**src/rtl/hc595_serializer_if.sv**
```systemverilog
// Parallel-load and 74HC595 pin bundle for hc595_serializer.
// Busy/Done report the transfer status back to the upstream LED-state stage.
interface hc595_serializer_if;
    logic [7:0] Data;
    logic       Load;
    logic       Busy;
    logic       Done;
    logic       SER;
    logic       SRCLK;
    logic       RCLK;

    modport master (
        output Data, Load,
        input  Busy, Done, SER, SRCLK, RCLK
    );

    modport slave (
        input  Data, Load,
        output Busy, Done, SER, SRCLK, RCLK
    );
endinterface

```
**src/rtl/hc595_serializer.sv**
```systemverilog
// Serialises one byte into an external 74HC595: 8 SRCLK pulses then one RCLK latch pulse.
//   state    | meaning
//   IDLE     | waiting for Load
//   SHIFT_LO | SRCLK low, current bit held on SER
//   SHIFT_HI | SRCLK high, chip has shifted the bit
//   LATCH    | RCLK high, storage register updates
//   DONE     | one-cycle completion pulse; a new Load is accepted here
module hc595_serializer #(
    parameter int CLK_DIV   = 4,
    parameter bit MSB_FIRST = 1'b1
) (
    input  logic              CLK,
    input  logic              Rst,
    hc595_serializer_if.slave bus
);
    typedef enum logic [2:0] {
        IDLE,
        SHIFT_LO,
        SHIFT_HI,
        LATCH,
        DONE
    } state_t;

    localparam logic [7:0] DIV_LAST = 8'(CLK_DIV - 1);

    state_t     state_q, state_d;
    logic [7:0] cnt_q, cnt_d;
    logic [2:0] bit_q, bit_d;
    logic [7:0] shreg_q, shreg_d;
    logic       ser_q, ser_d;
    logic       srclk_q, srclk_d;
    logic       rclk_q, rclk_d;
    logic       busy_q, busy_d;
    logic       done_q, done_d;
    logic       phase_end;

    assign phase_end = (cnt_q == DIV_LAST);

    always_ff @(posedge CLK or negedge Rst) begin
        if (!Rst) begin
            state_q <= IDLE;
            cnt_q   <= 8'd0;
            bit_q   <= 3'd0;
            shreg_q <= 8'd0;
            ser_q   <= 1'b0;
            srclk_q <= 1'b0;
            rclk_q  <= 1'b0;
            busy_q  <= 1'b0;
            done_q  <= 1'b0;
        end else begin
            state_q <= state_d;
            cnt_q   <= cnt_d;
            bit_q   <= bit_d;
            shreg_q <= shreg_d;
            ser_q   <= ser_d;
            srclk_q <= srclk_d;
            rclk_q  <= rclk_d;
            busy_q  <= busy_d;
            done_q  <= done_d;
        end
    end

    always_comb begin
        state_d = state_q;
        cnt_d   = cnt_q;
        bit_d   = bit_q;
        shreg_d = shreg_q;
        ser_d   = ser_q;
        srclk_d = srclk_q;
        rclk_d  = rclk_q;
        busy_d  = busy_q;
        done_d  = 1'b0;

        case (state_q)
            IDLE, DONE: begin
                state_d = IDLE;
                busy_d  = 1'b0;
                srclk_d = 1'b0;
                rclk_d  = 1'b0;
                if (bus.Load) begin
                    state_d = SHIFT_LO;
                    shreg_d = bus.Data;
                    ser_d   = MSB_FIRST ? bus.Data[7] : bus.Data[0];
                    busy_d  = 1'b1;
                    cnt_d   = 8'd0;
                    bit_d   = 3'd0;
                end
            end
            SHIFT_LO: begin
                if (phase_end) begin
                    state_d = SHIFT_HI;
                    srclk_d = 1'b1;
                    cnt_d   = 8'd0;
                end else begin
                    cnt_d = cnt_q + 8'd1;
                end
            end
            SHIFT_HI: begin
                if (phase_end) begin
                    srclk_d = 1'b0;
                    cnt_d   = 8'd0;
                    if (bit_q == 3'd7) begin
                        state_d = LATCH;
                        rclk_d  = 1'b1;
                    end else begin
                        // next bit goes out together with the SRCLK fall
                        state_d = SHIFT_LO;
                        bit_d   = bit_q + 3'd1;
                        if (MSB_FIRST) begin
                            shreg_d = {shreg_q[6:0], 1'b0};
                            ser_d   = shreg_q[6];
                        end else begin
                            shreg_d = {1'b0, shreg_q[7:1]};
                            ser_d   = shreg_q[1];
                        end
                    end
                end else begin
                    cnt_d = cnt_q + 8'd1;
                end
            end
            LATCH: begin
                if (phase_end) begin
                    state_d = DONE;
                    rclk_d  = 1'b0;
                    busy_d  = 1'b0;
                    done_d  = 1'b1;
                    cnt_d   = 8'd0;
                end else begin
                    cnt_d = cnt_q + 8'd1;
                end
            end
            default: begin
                state_d = IDLE;
                busy_d  = 1'b0;
                srclk_d = 1'b0;
                rclk_d  = 1'b0;
            end
        endcase
    end

    assign bus.Busy  = busy_q;
    assign bus.Done  = done_q;
    assign bus.SER   = ser_q;
    assign bus.SRCLK = srclk_q;
    assign bus.RCLK  = rclk_q;
endmodule

```
**src/flat_wrapper.sv**
```systemverilog
// flat-port wrapper written by rule: the top's interface ports become plain ports
module hc595_serializer_flat 
#(
    parameter int CLK_DIV   = 4,
    parameter bit MSB_FIRST = 1'b1
)
  (CLK, Rst, bus_Data, bus_Load, bus_Busy, bus_Done, bus_SER, bus_SRCLK, bus_RCLK);
  hc595_serializer_if bus_i ();
  input  logic CLK;
  input  logic Rst;
  input wire logic [$bits(bus_i.Data)-1:0] bus_Data;
  input wire logic [$bits(bus_i.Load)-1:0] bus_Load;
  output wire logic [$bits(bus_i.Busy)-1:0] bus_Busy;
  output wire logic [$bits(bus_i.Done)-1:0] bus_Done;
  output wire logic [$bits(bus_i.SER)-1:0] bus_SER;
  output wire logic [$bits(bus_i.SRCLK)-1:0] bus_SRCLK;
  output wire logic [$bits(bus_i.RCLK)-1:0] bus_RCLK;
  assign bus_i.Data = bus_Data;
  assign bus_i.Load = bus_Load;
  assign bus_Busy = bus_i.Busy;
  assign bus_Done = bus_i.Done;
  assign bus_SER = bus_i.SER;
  assign bus_SRCLK = bus_i.SRCLK;
  assign bus_RCLK = bus_i.RCLK;
  hc595_serializer #(.CLK_DIV(CLK_DIV), .MSB_FIRST(MSB_FIRST)) u_core (.CLK(CLK), .Rst(Rst), .bus(bus_i));
endmodule
```
**config.mk**
```make
export PLATFORM = sky130hd
export DESIGN_NAME = hc595_serializer_flat
export DESIGN_NICKNAME = d
export VERILOG_FILES = /design/src/rtl/hc595_serializer_if.sv /design/src/rtl/hc595_serializer.sv /design/src/flat_wrapper.sv
export SDC_FILE = /design/constraint.sdc
export NUM_CORES = 1
export LEC_CHECK = 0
export CORE_MARGIN = 2
export CORE_UTILIZATION = 40
export DETAILED_ROUTE_END_ITERATION = 7
export MAX_ROUTING_LAYER = met4
export PLACE_DENSITY_LB_ADDON = 0.15
export SYNTH_ARGS = -nofsm -noshare
export SYNTH_HDL_FRONTEND = slang
export SYNTH_SLANG_ARGS = --single-unit
```
**constraint.sdc**
```tcl
create_clock -name CLK -period 1.6 [get_ports CLK]
set_input_delay 0.16 -clock CLK [delete_from_list [all_inputs] [get_ports CLK]]
set_output_delay 0.16 -clock CLK [all_outputs]
set_load 0.1 [all_outputs]
```
==> results of run 1 <==
-- through the flow --
step	hold slack, ns	setup slack [ns]	setup TNS [ns]
after floorplan	-0.136	0.0133	0
after global placement	0.462	-0.0372	-0.0372
after detailed placement	0.478	-0.0645	-0.109
after CTS	0.182	0.0128	0
after global routing	0.213	-0.00826	-0.0135
final	0.181	0.0302	0
-- worst max-delay path by stage --
stage	slack, ns	end	startpoint	cells past startpoint
finish	0.03	u_core.cnt_q[7]$_DFFE_PN0P_	u_core.cnt_q[3]$_DFFE_PN0P_	5
global route	-0.008	u_core.cnt_q[7]$_DFFE_PN0P_	u_core.cnt_q[3]$_DFFE_PN0P_	5
CTS	0.01	u_core.state_q[0]$_DFFE_PN0P_	u_core.cnt_q[0]$_DFFE_PN0P_	6
detailed placement	-0.06	u_core.cnt_q[7]$_DFFE_PN0P_	bus_Load	5
global placement	-0.04	u_core.cnt_q[7]$_DFFE_PN0P_	bus_Load	5
floorplan	0.01	u_core.bus.SER$_DFFE_PN0P_	u_core.cnt_q[0]$_DFFE_PN0P_	6
-- critical path, cell delays in order (launching register included) --
cell and delay, ns:
dfrtp_1 0.45, buf_6 0.12, and3_4 0.20, nand3_2 0.09
or4_4 0.53, a21oi_2 0.14
-- power by group through the flow --
| stage | clock network (mW) | logic [mW] | registers (mW) |
|---|---|---|---|
| 6_report | 0.334 | 1.80 | 1.10 |
| 2_1_floorplan | 0 | 0.824 | 1.32 |
| 3_5_place_dp | 0 | 1.70 | 1.11 |
| 5_1_grt | 0.365 | 1.98 | 1.14 |
| 3_3_place_gp | 0 | 1.66 | 1.09 |
| 4_1_cts | 0.345 | 1.71 | 1.09 |
-- per-layer routing --
| layer | part of all wire | global-route usage | wire length [um] |
|---|---|---|---|
| met1 | 0.47 | 0.225 | 1280 |
| met2 | 0.50 | 0.283 | 1390 |
| met3 | 0.023 | 0.0315 | 63 |
| met4 | 0.0069 | 0.0578 | 19 |
| met5 | 0 | - | 0 |
-- Yosys cell counts (all sizes together) (3+ instances only) --
master | count | area [um2]
nor3 | 5 | 25.0
nand2 | 17 | 63.8
clkbuf | 4 | 15.0
dfrtp | 26 | 651
buf | 5 | 31.3
mux2i | 8 | 80.1
ha | 3 | 37.5
o21ai | 14 | 70.1
nor2 | 5 | 21.3
a21oi | 8 | 43.8
nand3 | 4 | 20.0
nand2b | 3 | 18.8
a31oi | 3 | 18.8
-- layout make-up --
cell class	instances	area, um2
well taps	44	55.1
repair buffers	37	385
flip-flops and latches	26	651
clock buffers	4	36.3
fillers	286	1300
inverters	1	3.75
multi-input cells	95	672
-- what timing repair did --
action / in CTS / in global routing
setup endpoints to repair: 1 / 20
pin swaps: 0 / 3
gates resized for setup: 1 / 13
buffers inserted: 0 / 3
-- layout by cell type (no fill, tap or decap), types with 2 or more instances in the layout --
| cell | netlist | layout |
|---|---|---|
| a31oi_1 | 3 | 3 |
| clkbuf_4 | 0 | 3 |
| o31ai_1 | 2 | 2 |
| a21oi_1 | 7 | 7 |
| and4b_1 | 2 | 2 |
| ha_1 | 3 | 2 |
| buf_4 | 0 | 19 |
| a22o_1 | 2 | 2 |
| nand2b_1 | 3 | 3 |
| dfrtp_1 | 26 | 26 |
| nand3_1 | 4 | 3 |
| o21ai_0 | 13 | 11 |
| buf_6 | 1 | 2 |
| xor2_1 | 2 | 2 |
| nor2_1 | 4 | 4 |
| nor3_1 | 5 | 4 |
| o21ai_1 | 1 | 3 |
| nand2_1 | 17 | 17 |
| mux2i_1 | 8 | 8 |
| buf_12 | 0 | 6 |
| clkdlybuf4s50_1 | 0 | 10 |
-- flip-flops by register name (all words and copies together), names as in the netlist --
name and flops:
u_core.bit_q 3, u_core.bus.Busy 1, u_core.bus.Done 1, u_core.bus.RCLK 1, u_core.bus.SER 1, u_core.bus.SRCLK 1, u_core.cnt_q 8, u_core.shreg_q 7
u_core.state_q 3
-- cells by family (layout without fill, tap and decap cells) --
family          Yosys count  in the layout  share of synthesized area
simple gates             45             45                      0.192
fa+ha+maj                 3              3                     0.0284
mux                       8              8                     0.0605
buf+inv                  10             42                     0.0378
xor+xnor                  2              2                     0.0132
flops                    26             26                      0.491
compound gates           37             37                      0.177
==> tab_implementation.tex, run 1 <==
\begin{tabular}{lr}
\hline
Metric & Value \\
\hline
\multicolumn{2}{l}{\textbf{Hold path}} \\
\quad Worst hold path class & primary input to async pin \\
\multicolumn{2}{l}{\textbf{STA}} \\
\quad Final setup violation count & 0 \\
\quad Final worst path period share & 0.981 \\
\quad Worst slew margin & 0.754 \\
\quad Maximum achievable frequency & approximately 640 MHz \\
\quad Final Max Tran Viols & 0 \\
\quad Minimum clock period after layout & approximately 1.6 ns \\
\quad Clock skew after layout & roughly 0.0022 ns \\
\quad Endpoints failing hold & 0 \\
\quad Setup repair after global routing missed its margin & true \\
\quad Slew @ Worst Pin & between 0.3 and 0.4 ns \\
\multicolumn{2}{l}{\textbf{Clock network}} \\
\quad Worst-skew pair later-pin latency & 0.32 ns \\
\quad Hold-fix buffers at CTS & 0 \\
\quad Master cell of the clock root buffer & clkbuf\_4 \\
\quad Inserted Clock Buffers & 3 \\
\quad Clock Pin Slew Worst Setup and Hold Paths & 0.14 ns \\
\quad Depth of the CTS H-tree & 1 \\
\quad Number of sinks handled by clock tree synthesis & 26 \\
\quad Buffers from clock root to sink, at most & 2 \\
\quad Clock tree from TritonCTS & done \\
\multicolumn{2}{l}{\textbf{Power}} \\
\quad Leakage component of the power & slightly below 0.8 nW \\
\quad Overall power of the completed layout & $\sim$3.2 mW \\
\quad Int Power & 1.88 mW \\
\quad Comb pwr share & 0.557 \\
\quad Clock share of power & 0.103 \\
\quad Sequential power share & 0.340 \\
\quad Switching part of the total power & 0.420 \\
\quad Power density of the placed cells & approximately 1800 nW/um2 \\
\quad Max IR drop VDD & slightly below 1 mV \\
\quad Switching power & $\sim$1.4 mW \\
\multicolumn{2}{l}{\textbf{Worst setup path}} \\
\quad Worst path arrival time & roughly 1.8 ns \\
\quad Kind of critical path & register to register \\
\quad Crit path required time & $\sim$1.9 ns \\
\quad R2R setup slack & between 0.03 and 0.04 ns \\
\quad Maximum fanout along the worst path & 3 \\
\quad Worst reg2reg endpoint & u\_core.cnt\_q[7]\$\_DFFE\_PN0P\_ \\
\quad Startpoint of the worst-slack reg-to-reg timing path & u\_core.cnt\_q[3]\$\_DFFE\_PN0P\_ \\
\quad Cell count of the worst reg-to-reg path & 5 \\
\quad Critical path launch point type & register \\
\quad Nature of the critical path endpoint & register \\
\multicolumn{2}{l}{\textbf{Job}} \\
\quad Maximum capacitance violations & 0 \\
\multicolumn{2}{l}{\textbf{Routing}} \\
\quad Wire length after detailed routing & between 2000 and 3000 um \\
\quad First-pass DRT Iterations & 4 \\
\quad DRC violation count after routing & 0 \\
\quad Detail-routed net length per standard cell & about 13 um \\
\quad Number of routed nets with antenna violations & 0 \\
\quad Total number of vias & 1072 \\
\quad Starting DRC count in detailed routing & 39 \\
\quad Vias per cell & 5.18 \\
\multicolumn{2}{l}{\textbf{Place}} \\
\quad IO Port Bufs & 15 \\
\quad Placement-stage cell area & 1690 um2 \\
\quad Detail Placement HPWL & $\sim$2000 um \\
\quad Placer congestion estimate & between 0.8 and 0.9 \\
\quad Post-placement cell count & 200 \\
\multicolumn{2}{l}{\textbf{Floorplan}} \\
\quad Effective utilization at floorplan & 0.427 \\
\quad Number of rows created at floorplan & 20 \\
\quad Total core area & a little over 3000 um2 \\
\quad Die X & about 60 um \\
\quad Die Outline Area & about 3800 um2 \\
\quad Number of placed I/O pins & 16 \\
\quad Die Height & around 62 um \\
\multicolumn{2}{l}{\textbf{Finish}} \\
\quad Area overhead of the layout relative to synthesis & 36.2\% \\
\quad Util after Layout & 0.581 \\
\quad Number of nets in the finished design & about 180 \\
\quad Final cell count without fillers & 207 \\
\quad Share of cells above drive strength 1 & 0.282 \\
\quad Post-route standard cell area excluding fillers & between 1500 and 2000 um2 \\
\quad Count of antenna diodes in the layout & 0 \\
\multicolumn{2}{l}{\textbf{Global route}} \\
\quad Total routing usage reported by global routing & 0.176 \\
\quad Global-route wire length before repair & 4810 um \\
\quad Number of antenna violations at the first check in global routing & 0 \\
\quad Maximum number of pins on one net before global-route repair & 27 \\
\quad Total global routing overflow & 0 \\
\quad Vias in the first global route & 1074 \\
\multicolumn{2}{l}{\textbf{Yosys}} \\
\quad Number of synthesized flops with an enable pin & 0 \\
\quad Sequential area share after synthesis & 0.491 \\
\quad Net count after synthesis & $\sim$150 \\
\quad Netlist area before placement & between 1000 and 1500 um2 \\
\quad Number of distinct library cells after synthesis & 39 \\
\quad Synthesized instance count & 131 \\
\quad Yosys warns & 0 \\
\quad Flip-flop and latch count after synthesis & 26 \\
\quad Most instantiated flip-flop cell in the synthesis netlist & dfrtp\_1 \\
\quad Avg Inst Size Synth & 10.1 um2 \\
\quad Fraction of registers with async set or reset after synthesis & 1.00 \\
\multicolumn{2}{l}{\textbf{Outcome}} \\
\quad Outcome & completed \\
\hline
\end{tabular}
No activity file was read; power rests on OpenSTA's default activity.
==> run 2: changes to the inputs <==
Settings changed: CTS_BUF_LIST from default to sky130_fd_sc_hd__clkbuf_4.
==> tab_implementation.tex, run 2 (synthesis results as in run 1) <==
\begin{tabular}{lr}
\hline
Metric & Value \\
\hline
\multicolumn{2}{l}{\textbf{Place}} \\
\quad Placer congestion estimate & just under 0.9 \\
\quad Worst setup timing slack at the placement stage & -0.0645 ns \\
\quad IO Port Bufs & 15 \\
\quad Detail Placement HPWL & $\sim$2000 um \\
\multicolumn{2}{l}{\textbf{Finish}} \\
\quad Final-layout fill cell count & between 200 and 300 \\
\quad Registers with the highest flip-flop counts & u\_core.cnt\_q (8), u\_core.shreg\_q (7) \\
\quad Count of antenna diodes in the layout & 0 \\
\quad Share of cells above drive strength 1 & 0.276 \\
\quad Most common cell after layout, fill and taps aside & dfrtp\_1 \\
\quad Most frequent cells in the layout & 26 x dfrtp\_1, 19 x buf\_4, 17 x nand2\_1 \\
\quad Most flops, register & u\_core.cnt\_q \\
\quad Area overhead of the layout relative to synthesis & 35.4\% \\
\quad Number of nets in the finished design & about 180 \\
\quad Max reg flops & 8 \\
\multicolumn{2}{l}{\textbf{Power}} \\
\quad Overall power of the completed layout & 3.18 mW \\
\quad Leakage component of the power & around 0.78 nW \\
\quad Max IR drop VDD & around 0.93 mV \\
\quad Power density of the placed cells & about 1800 nW/um2 \\
\multicolumn{2}{l}{\textbf{Worst setup path}} \\
\quad Cell count of the worst reg-to-reg path & 5 \\
\quad Critical Path Source & u\_core.cnt\_q[3]\$\_DFFE\_PN0P\_ \\
\quad Critical path launch point type & register \\
\quad Maximum fanout along the worst path & 3 \\
\quad Worst path arrival time & roughly 1.8 ns \\
\quad Nature of the critical path endpoint & register \\
\quad R2R setup slack & about 0.027 ns \\
\quad Startpoint of the worst-slack reg-to-reg timing path & u\_core.cnt\_q[3]\$\_DFFE\_PN0P\_ \\
\quad Kind of critical path & register to register \\
\quad Worst reg2reg endpoint & u\_core.cnt\_q[7]\$\_DFFE\_PN0P\_ \\
\quad Crit path required time & $\sim$1.9 ns \\
\multicolumn{2}{l}{\textbf{Floorplan}} \\
\quad Die Outline Area & 3790 um2 \\
\quad Total core area & 3100 um2 \\
\quad Die X & 61.5 um \\
\quad Number of rows created at floorplan & 20 \\
\quad Die Height & about 62 um \\
\quad Number of placed I/O pins & 16 \\
\quad Effective utilization at floorplan & 0.427 \\
\multicolumn{2}{l}{\textbf{Global route}} \\
\quad Total routing usage reported by global routing & 0.175 \\
\quad Global-route wire length before repair & 4780 um \\
\quad Total global routing overflow & 0 \\
\quad Maximum number of pins on one net before global-route repair & 27 \\
\quad Vias in the first global route & around 1100 \\
\quad Number of antenna violations at the first check in global routing & 0 \\
\multicolumn{2}{l}{\textbf{Routing}} \\
\quad Wire length after detailed routing & 2740 um \\
\quad Number of routed nets with antenna violations & 0 \\
\quad Total number of vias & between 1000 and 1500 \\
\quad Detail-routed net length per standard cell & around 13 um \\
\quad Starting DRC count in detailed routing & 35 \\
\quad DRC violation count after routing & 0 \\
\quad Vias per cell & 5.12 \\
\quad First-pass DRT Iterations & 4 \\
\multicolumn{2}{l}{\textbf{Clock network}} \\
\quad Number of sinks handled by clock tree synthesis & 26 \\
\quad Clock tree from TritonCTS & done \\
\quad Hold-fix buffers at CTS & 0 \\
\quad Inserted Clock Buffers & 3 \\
\quad Master cell of the clock root buffer & clkbuf\_4 \\
\quad Depth of the CTS H-tree & 1 \\
\quad Clock Pin Slew Worst Setup and Hold Paths & 0.14 ns \\
\quad Buffers from clock root to sink, at most & 2 \\
\quad Worst-skew pair later-pin latency & 0.31 ns \\
\multicolumn{2}{l}{\textbf{Job}} \\
\quad Maximum capacitance violations & 0 \\
\multicolumn{2}{l}{\textbf{STA}} \\
\quad Final worst path period share & 0.983 \\
\quad Final Max Tran Viols & 0 \\
\quad Post-route worst setup slack & around 0.027 ns \\
\quad Slew @ Worst Pin & 0.360 ns \\
\quad Setup repair after global routing missed its margin & true \\
\quad Clock skew after layout & 0.00593 ns \\
\quad Final setup violation count & 0 \\
\quad Maximum achievable frequency & approximately 640 MHz \\
\quad Minimum clock period after layout & 1.57 ns \\
\quad Worst slew margin & 0.760 \\
\quad Endpoints failing hold & 0 \\
\multicolumn{2}{l}{\textbf{Outcome}} \\
\quad Outcome & completed \\
\multicolumn{2}{l}{\textbf{Hold path}} \\
\quad Worst hold path class & primary input to async pin \\
\hline
\end{tabular}
run 2: cell count changes in the layout (fill, tap and decap cells not counted):
cell,previous run,this run
clkbuf_8,1,0
clkinv_1,0,1
o21ai_0,11,12
o21ai_1,3,2
run 2: layer usage:
layer / GRT usage / vias up / part of all wire
met2: 0.280 / 13 / 0.51
met4: 0.0578 / 0 / 0.0069
met1: 0.225 / 504 / 0.46
met5: - / - / 0
met3: 0.0315 / 2 / 0.025
li1: - / 540 / -
run 2: timing repair:
item | in CTS | in global routing
pin swaps | 0 | 3
setup buffers | 0 | 3
gates resized for setup | 1 | 12
gates cloned | 0 | 0
endpoints found under the setup margin | 1 | 20
run 2: worst max-delay path by stage:
stage                                    endpoint  slack, ns  cells past startpoint
floorplan              u_core.bus.SER$_DFFE_PN0P_       0.01                      6
global placement      u_core.cnt_q[7]$_DFFE_PN0P_      -0.04                      5
detailed placement    u_core.cnt_q[7]$_DFFE_PN0P_      -0.06                      5
CTS                 u_core.state_q[0]$_DFFE_PN0P_       0.01                      6
global route          u_core.cnt_q[7]$_DFFE_PN0P_     -0.008                      5
finish                u_core.cnt_q[7]$_DFFE_PN0P_       0.03                      5
run 2: critical path: stages, from the launching register on:
cell     delay [ns]
dfrtp_1        0.45
buf_6          0.12
and3_4         0.20
nand3_2        0.09
or4_4          0.53
a21oi_2        0.14
run 2: stage by stage:
step | utilization | instances | TNS, ns | cell area [um2] | hold WS, ns
2_1_floorplan | - | 131 | 0 | 1330 | -0.136
3_3_place_gp | 0.546 | 200 | -0.0372 | 1690 | 0.462
3_5_place_dp | 0.546 | 200 | -0.109 | 1690 | 0.478
4_1_cts | 0.556 | 204 | 0 | 1720 | 0.184
5_1_grt | 0.578 | 207 | -0.0189 | 1790 | 0.211
6_report | 0.578 | 207 | 0 | 1790 | 0.181
run 2: report_power, final:
part / internal, mW / switching, mW / total, mW
registers: 0.884 / 0.215 / 1.10
clock network: 0.0912 / 0.191 / 0.282
logic: 0.853 / 0.947 / 1.80
total: 1.83 / 1.35 / 3.18
run 2: cell type report:
| type | count | area (um2) | area share |
|---|---|---|---|
| clock buffers | 3 | 22.5 | 0.0126 |
| well taps | 44 | 55.1 | 0.0307 |
| clock inverters | 1 | 3.75 | 0.00209 |
| multi-input cells | 95 | 672 | 0.375 |
| repair buffers | 37 | 385 | 0.215 |
| inverters | 1 | 3.75 | 0.00209 |
| flip-flops and latches | 26 | 651 | 0.363 |
